**src/rtl/chunked_borrow_subtractor_if.sv**
```systemverilog
// Handshake and data bundle for the chunked borrow subtractor.
// master: operand producer / result consumer. slave: the subtractor.
interface chunked_borrow_subtractor_if #(
  parameter int WIDTH = 32
);
  logic             in_valid;
  logic             in_ready;
  logic [WIDTH-1:0] A;
  logic [WIDTH-1:0] B;
  logic             Bin;
  logic             out_valid;
  logic             out_ready;
  logic [WIDTH-1:0] Diff;
  logic             Bor;
  logic             Ovf;
  logic             Zero;

  modport master (
    output in_valid, A, B, Bin, out_ready,
    input  in_ready, out_valid, Diff, Bor, Ovf, Zero
  );

  modport slave (
    input  in_valid, A, B, Bin, out_ready,
    output in_ready, out_valid, Diff, Bor, Ovf, Zero
  );
endinterface

```
**src/rtl/chunked_borrow_subtractor.sv**
```systemverilog
// Multi-cycle ripple-borrow subtractor: Diff = A - B - Bin, CHUNK bits per
// clock with the borrow carried in a register between slices. Results and
// flags are held in output registers until the next operation completes.
module chunked_borrow_subtractor #(
  parameter int WIDTH = 32,
  parameter int CHUNK = 8
) (
  input  logic                        clk,
  input  logic                        rst_n,
  chunked_borrow_subtractor_if.slave  bus
);

  localparam int NCHUNK = WIDTH / CHUNK;
  localparam int IW     = (NCHUNK > 1) ? $clog2(NCHUNK) : 1;

  localparam logic [1:0] IDLE = 2'd0;
  localparam logic [1:0] RUN  = 2'd1;
  localparam logic [1:0] DONE = 2'd2;

  logic [1:0]       state;
  logic [IW-1:0]    idx;
  logic             bor_r;
  logic [WIDTH-1:0] a_r;
  logic [WIDTH-1:0] b_r;
  logic [WIDTH-1:0] work;
  logic [WIDTH-1:0] diff_r;
  logic             bor_o;
  logic             ovf_o;
  logic             zero_o;

  logic [CHUNK-1:0] a_sl;
  logic [CHUNK-1:0] b_sl;
  logic [CHUNK:0]   sub;
  logic [WIDTH-1:0] work_nxt;
  logic             last;

  assign bus.in_ready  = (state == IDLE);
  assign bus.out_valid = (state == DONE);
  assign bus.Diff      = diff_r;
  assign bus.Bor       = bor_o;
  assign bus.Ovf       = ovf_o;
  assign bus.Zero      = zero_o;

  assign last = (idx == IW'(NCHUNK - 1));

  // One slice of the ripple-borrow subtraction, merged into the working result
  always_comb begin
    a_sl     = a_r[idx*CHUNK +: CHUNK];
    b_sl     = b_r[idx*CHUNK +: CHUNK];
    sub      = {1'b0, a_sl} - {1'b0, b_sl} - {{CHUNK{1'b0}}, bor_r};
    work_nxt = work;
    work_nxt[idx*CHUNK +: CHUNK] = sub[CHUNK-1:0];
  end

  // Control FSM, operand capture, slice iteration and result registers
  always_ff @(posedge clk or negedge rst_n) begin
    if (!rst_n) begin
      state  <= IDLE;
      idx    <= '0;
      bor_r  <= 1'b0;
      a_r    <= '0;
      b_r    <= '0;
      work   <= '0;
      diff_r <= '0;
      bor_o  <= 1'b0;
      ovf_o  <= 1'b0;
      zero_o <= 1'b0;
    end else begin
      case (state)
        IDLE: begin
          if (bus.in_valid) begin
            a_r   <= bus.A;
            b_r   <= bus.B;
            bor_r <= bus.Bin;
            work  <= '0;
            idx   <= '0;
            state <= RUN;
          end
        end
        RUN: begin
          work  <= work_nxt;
          bor_r <= sub[CHUNK];
          if (last) begin
            // Flags are taken from the completed word so they load with Diff.
            diff_r <= work_nxt;
            bor_o  <= sub[CHUNK];
            ovf_o  <= (a_r[WIDTH-1] != b_r[WIDTH-1]) &&
                      (work_nxt[WIDTH-1] != a_r[WIDTH-1]);
            zero_o <= (work_nxt == '0);
            idx    <= '0;
            state  <= DONE;
          end else begin
            idx <= idx + IW'(1);
          end
        end
        DONE: begin
          if (bus.out_ready) begin
            state <= IDLE;
          end
        end
        default: begin
          state <= IDLE;
          idx   <= '0;
        end
      endcase
    end
  end

endmodule

```
**src/flat_wrapper.sv**
```systemverilog
// flat-port wrapper written by rule: the top's interface ports become plain ports
module chunked_borrow_subtractor_flat 
#(
  parameter int WIDTH = 32,
  parameter int CHUNK = 8
)
  (clk, rst_n, bus_in_valid, bus_A, bus_B, bus_Bin, bus_out_ready, bus_in_ready, bus_out_valid, bus_Diff, bus_Bor, bus_Ovf, bus_Zero);
  chunked_borrow_subtractor_if #(.WIDTH(WIDTH)) bus_i ();
  input  logic clk;
  input  logic rst_n;
  input wire logic [$bits(bus_i.in_valid)-1:0] bus_in_valid;
  input wire logic [$bits(bus_i.A)-1:0] bus_A;
  input wire logic [$bits(bus_i.B)-1:0] bus_B;
  input wire logic [$bits(bus_i.Bin)-1:0] bus_Bin;
  input wire logic [$bits(bus_i.out_ready)-1:0] bus_out_ready;
  output wire logic [$bits(bus_i.in_ready)-1:0] bus_in_ready;
  output wire logic [$bits(bus_i.out_valid)-1:0] bus_out_valid;
  output wire logic [$bits(bus_i.Diff)-1:0] bus_Diff;
  output wire logic [$bits(bus_i.Bor)-1:0] bus_Bor;
  output wire logic [$bits(bus_i.Ovf)-1:0] bus_Ovf;
  output wire logic [$bits(bus_i.Zero)-1:0] bus_Zero;
  assign bus_i.in_valid = bus_in_valid;
  assign bus_i.A = bus_A;
  assign bus_i.B = bus_B;
  assign bus_i.Bin = bus_Bin;
  assign bus_i.out_ready = bus_out_ready;
  assign bus_in_ready = bus_i.in_ready;
  assign bus_out_valid = bus_i.out_valid;
  assign bus_Diff = bus_i.Diff;
  assign bus_Bor = bus_i.Bor;
  assign bus_Ovf = bus_i.Ovf;
  assign bus_Zero = bus_i.Zero;
  chunked_borrow_subtractor #(.WIDTH(WIDTH), .CHUNK(CHUNK)) u_core (.clk(clk), .rst_n(rst_n), .bus(bus_i));
endmodule
```
**config.mk**
```make
export PLATFORM = sky130hd
export DESIGN_NAME = chunked_borrow_subtractor_flat
export DESIGN_NICKNAME = d
export VERILOG_FILES = /design/src/rtl/chunked_borrow_subtractor_if.sv /design/src/rtl/chunked_borrow_subtractor.sv /design/src/flat_wrapper.sv
export SDC_FILE = /design/constraint.sdc
export NUM_CORES = 1
export LEC_CHECK = 0
export CORE_MARGIN = 2
export CORE_UTILIZATION = 48
export CTS_CLUSTER_SIZE = 25
export DETAILED_ROUTE_END_ITERATION = 8
export GPL_ROUTABILITY_DRIVEN = 0
export GPL_TIMING_DRIVEN = 0
export PLACE_DENSITY = 0.74
export SLEW_MARGIN = 10
export SYNTH_ARGS = -nofsm -noshare
export SYNTH_HDL_FRONTEND = slang
export SYNTH_SLANG_ARGS = --single-unit
```
**constraint.sdc**
```tcl
create_clock -name clk -period 5.2 [get_ports clk]
set_input_delay 0.78 -clock clk [delete_from_list [all_inputs] [get_ports clk]]
set_output_delay 0.78 -clock clk [all_outputs]
set_load 0.005 [all_outputs]
```
## Yosys cells after proc, flatten, opt, wreduce, memory -nomap -nowiden

Index checks and enable logic that the tools add are counted.

- Output and inout bits: 37
- Register bits after elaboration: 136
- Bits of input ports: 69

- Reductions and logical operators: 9
- Equality and inequality tests: 8
- Bitwise logic cells: 1
- Add/subtract/negate cells: 4
- Muxes and demuxes: 12
- Shift operators: 4

Operator list:

| cell | number |
|---|---|
| $pmux W32 S2 | 1 |
| $shiftx A32 B6 Y8 | 2 |
| $neg A5 Y34 | 1 |
| $shift A8 B34 Y32 const A | 1 |
| $shiftx A8 B34 Y32 | 1 |
| $bwmux W32 | 1 |
| $logic_not A32 Y1 | 1 |
| $mux W32 | 1 |
| $pmux W2 S3 | 2 |
| $mux W2 | 5 |
| $sub A8 B8 Y9 | 1 |
| $sub A9 B1 Y9 | 1 |
| $reduce_and A2 Y1 | 4 |
| $eq A2 B2 Y1 const B | 2 |
| $ne A2 B2 Y1 const B | 2 |
| $reduce_and A3 Y1 | 1 |
| $add A2 B1 Y2 const B | 1 |
| $eq A2 B1 Y1 const B | 1 |
| $logic_not A2 Y1 | 1 |
| $ne A1 B1 Y1 | 2 |
| $ne A2 B1 Y1 const B | 1 |
| $pmux W1 S2 | 1 |
| $reduce_bool A2 Y1 | 1 |
| $logic_and A1 B1 Y1 | 1 |
| other kinds (2) | 2 |

## Logic depth before layout (Yosys ltp)

- Word-level depth: 7
- Gate-level depth with buffers: 15
- Gate-level depth less buffers: 12

## Worst setup path before layout

Ideal clock, no wire load.

- Path kind: reg-to-reg
- Start point: register u_core.idx[0]
- End point: register u_core.zero_o (netlist: u_core.bus.Zero)
- Setup slack: 1.109 ns
- Library setup time: 0.092 ns
- Arrival time: 4.000 ns
- Buffers on the path: 3
- Clock period less this slack: 4.091 ns
- Cell stages (with the launch flop): 14
- Cells stage by stage: dfrtp_1 buf_6 buf_2 buf_2 mux4_2 fa_1 fa_1 nand2b_1 a21oi_1 xnor2_1 o31ai_2 nand3_1 or4_4 o31ai_2

- Word-level cells in the longest chain between the ends: 6
- Elaborated cells between the ends (all ways): 11
- Those cells by class: 3 x add/sub; 1 x eq/ne; 4 x shift; 1 x mux; 2 x reduce/logical

RTL lines:

| what | line | source |
|---|---|---|
| from (decl) | chunked_borrow_subtractor.sv:21 | `logic [IW-1:0] idx;` |
| from (signal assigned) | chunked_borrow_subtractor.sv:93 | `idx <= idx + IW'(1);` |
| $shiftx A32 B6 Y8 (on tied branches) | chunked_borrow_subtractor.sv:48, chunked_borrow_subtractor.sv:49 |  |
| $sub A8 B8 Y9 | chunked_borrow_subtractor.sv:50 | `sub = {1'b0, a_sl} - {1'b0, b_sl} - {{CHUNK{1'b0}}, bor_r};` |
| $sub A9 B1 Y9 | chunked_borrow_subtractor.sv:50 |  |
| $shiftx A8 B34 Y32 | chunked_borrow_subtractor.sv:52 | `work_nxt[idx*CHUNK +: CHUNK] = sub[CHUNK-1:0];` |
| $bwmux W32 | chunked_borrow_subtractor.sv:52 |  |
| $logic_not A32 Y1 | chunked_borrow_subtractor.sv:89 | `zero_o <= (work_nxt == '0);` |
| to (signal assigned) | chunked_borrow_subtractor.sv:89 |  |
| to (decl) | chunked_borrow_subtractor.sv:29 | `logic zero_o;` |

Parallel ways exist; a longest one is shown, timed or not.
A chain may end at the register's enable or synchronous reset.

## Final worst setup path

Same ends and word-level chain as after synthesis.

==> flow_summary.yaml <==
status:
  status: "finished, final reports clean"
yosys:
  ys_types: 53
  synth_top_area_cell: "dfrtp_1"
  ys_ff_latch: 136
  synth_top_area_share_pct: 50.76
  synth.net_count: 806
  ys.flop_type: "dfrtp_1"
  yosys-top-cells-area: "dfrtp_1 51%, nand2_1 13%, mux4_2 5.0%, o21ai_0 3.7%, ha_1 3.4%"
  ys_warn_count: 0
  syn_avg_cell_area_um2: 9.352
  async_flop_share_pct: 100.0
  syn_inst: 717
  syn_area_mm2: 0.006705
  synth-seq-area-share_pct: 50.76
  synth_edf_count: 0
cts:
  clockBufferDepth: 2
  clock_sinks: 136
  cts-buffers-inserted: 17
  clk_pin_slew_worst_paths_ns: 0.06
  cts_setup_buffers: 0
  cts-root-buf: "clkbuf_16"
  ctsResizeCount: 0
  cts_htree_levels: 4
  cts_hold_buf: 0
  cts_tree: "done"
  worstSkewPairLatency_ns: 0.42
worst_setup_path:
  crit_path_end_kind: "flip-flop"
  worst_setup_path_start_kind: "flip-flop"
  crit_buf_inv: 3
  crit_chain: "buf_6 > buf_2 > buf_2 > mux4_2 > fa_1 > fa_1 > nand2b_1 > a21oi_1 > xnor2_1 > o31ai_2 > nand3_1 > or4_4 > o31ai_2"
  cp_max_fo: 10
  reg2reg_to: "u_core.bus.Zero"
  cp.arrival_ns: 5.14
  crit_type: "reg -> reg"
  cp_top_family: "buffers and inverters"
  rrSetupSlack_ns: 0.39
  required_ns: 5.52
  critPathSlowestCell: "mux4_2"
  reg2reg_depth: 13
  rr_startpoint: "u_core.idx[0]"
  slowest_delay_ns: 0.58
  critical_path_depth: 13
sta:
  fin_ws_ns: 0.3886
  final_hold_viol_count: 0
  maxSlewViolCount: 0
  fin_crit_ns: 4.811
  max_freq_mhz: 207.8
  fin_crit_sh_pct: 92.53
  tightest_slew_ns: 1.044
  grt_setup_unrepaired: "false"
  slew_headroom_pct: 29.90
  finClkSkew_ns: 0.007421
  setup_viol: 0
final_layout:
  drive_gt1_share_pct: 7.026
  fillers: 1179
  num_antenna_cells: 0
  final_cell_mix: "238 x nand2_1, 136 x dfrtp_1, 104 x clkdlybuf4s50_1"
  area_delta_synth_final_pct: 28.48
  nNetsFinal: 931
  fin_cells: 1034
  final_common_cell: "nand2_1"
global_routing:
  overflow: 0
  antenna_found_initial: 0
  globalRouteTotalUtil_pct: 25.56
  grt_pass1_wl_mm: 29.09
  grt_max_degree: 79
  grt_pass1_vias: 5938
routing:
  routedWlPerCell_um: 17.11
  drtIter0Drc: 459
  detail-route-antenna-nets: 0
  vias: 5777
  routed_via_density: 5.587
  drt_wl_total_mm: 17.69
  dr.pass1.iters: 5
  drc: 0
floorplanning:
  pin_count: 106
  rows: 43
  start_util_pct: 48.68
  die_area_mm2: 0.01493
  die_width_um: 122.2
  die_h_um: 122.2
  core_area_mm2: 0.01377
hold_path:
  worstHoldPathType: "in -> async"
placed_design:
  portBuffers: 105
  post-dp-hpwl_mm: 12.64
  dp_cells: 1003
  post-place-ws_ns: 0.3647
run:
  maxCapViolations: 0
[synthesized netlist by cell type (all sizes together), types with 7 or more instances]
| library cell | instances |
|---|---|
| ha | 18 |
| buf | 11 |
| clkbuf | 29 |
| a22oi | 7 |
| nand2 | 238 |
| nand3 | 14 |
| a22o | 21 |
| mux4 | 15 |
| nor2b | 27 |
| mux2i | 7 |
| inv | 25 |
| a21oi | 36 |
| nor2 | 19 |
| o21ai | 50 |
| dfrtp | 136 |
[cells by family (layout without fill, tap and decap cells)]
family,Yosys count,count (layout),share of synthesized area [%]
mux,22,22,6.139
fa+ha+maj,20,20,3.956
flops,136,136,50.76
xor+xnor,7,7,0.9144
buf+inv,66,203,3.881
simple gates,333,333,21.81
compound gates,133,133,12.54
[worst register-to-register path, stage by stage (launching register included)]
cell and delay, ns:
dfrtp_1 0.45, buf_6 0.17, buf_2 0.33, buf_2 0.41, mux4_2 0.58, fa_1 0.43, fa_1 0.43, nand2b_1 0.18
a21oi_1 0.19, xnor2_1 0.32, o31ai_2 0.37, nand3_1 0.11, or4_4 0.54, o31ai_2 0.20
[layout make-up]
class | instances | area [um2] | share of cell area (%)
Sequential cell | 136 | 3403 | 39.51
Multi-Input combinational cell | 515 | 3042 | 35.31
Timing Repair Buffer | 106 | 1080 | 12.53
Clock buffer | 20 | 456.7 | 5.301
Tap cell | 180 | 225.2 | 2.614
Buffer | 40 | 162.7 | 1.888
Clock inverter | 11 | 147.6 | 1.714
Inverter | 26 | 97.59 | 1.133
[flip-flops by register name, summed over array words and instances, names as in the netlist]
signal and count:
u_core.a_r 32, u_core.b_r 32, u_core.bus.Diff 32, u_core.work 32
u_core.idx 2, u_core.state 2, u_core.bor_r 1, u_core.bus.Bor 1
u_core.bus.Ovf 1, u_core.bus.Zero 1
[routing by layer]
layer  part of all wire (%)  global-route usage (%)  vias up
met5                      0                       0        -
met4                    2.5                   10.85        0
met3                    5.5                   4.869       41
met2                     49                   42.84      224
met1                     43                   32.55     2829
li1                       -                       -     2683
[metrics by stage]
| stage | cell area [um2] | hold slack [ns] | TNS [ns] | utilization, % |
|---|---|---|---|---|
| floorplan | 6705 | 0.4403 | 0 | - |
| detailed placement | 8010 | 0.4585 | 0 | 58.16 |
| CTS | 8615 | 0.3417 | 0 | 62.55 |
| global placement | 7981 | 0.4527 | -226.02 | 57.95 |
| global route | 8615 | 0.3659 | 0 | 62.55 |
| finish | 8615 | 0.3298 | 0 | 62.55 |
[how the worst max path moves through the flow]
| stage | from | endpoint | slack (ns) |
|---|---|---|---|
| finish | u_core.idx[0] | u_core.bus.Zero | 0.39 |
| global route | u_core.idx[0] | u_core.bus.Zero | 0.05 |
| CTS | u_core.idx[0] | u_core.bus.Zero | 0.35 |
| detailed placement | u_core.idx[0] | u_core.bus.Zero | 0.36 |
| global placement | rst_n | u_core.a_r[20] | -1.67 |
| floorplan | u_core.idx[0] | u_core.bus.Zero | 1.11 |
Power is not shown: default switching activity piles up to over one toggle a cycle in this logic, so the estimate is an artifact.
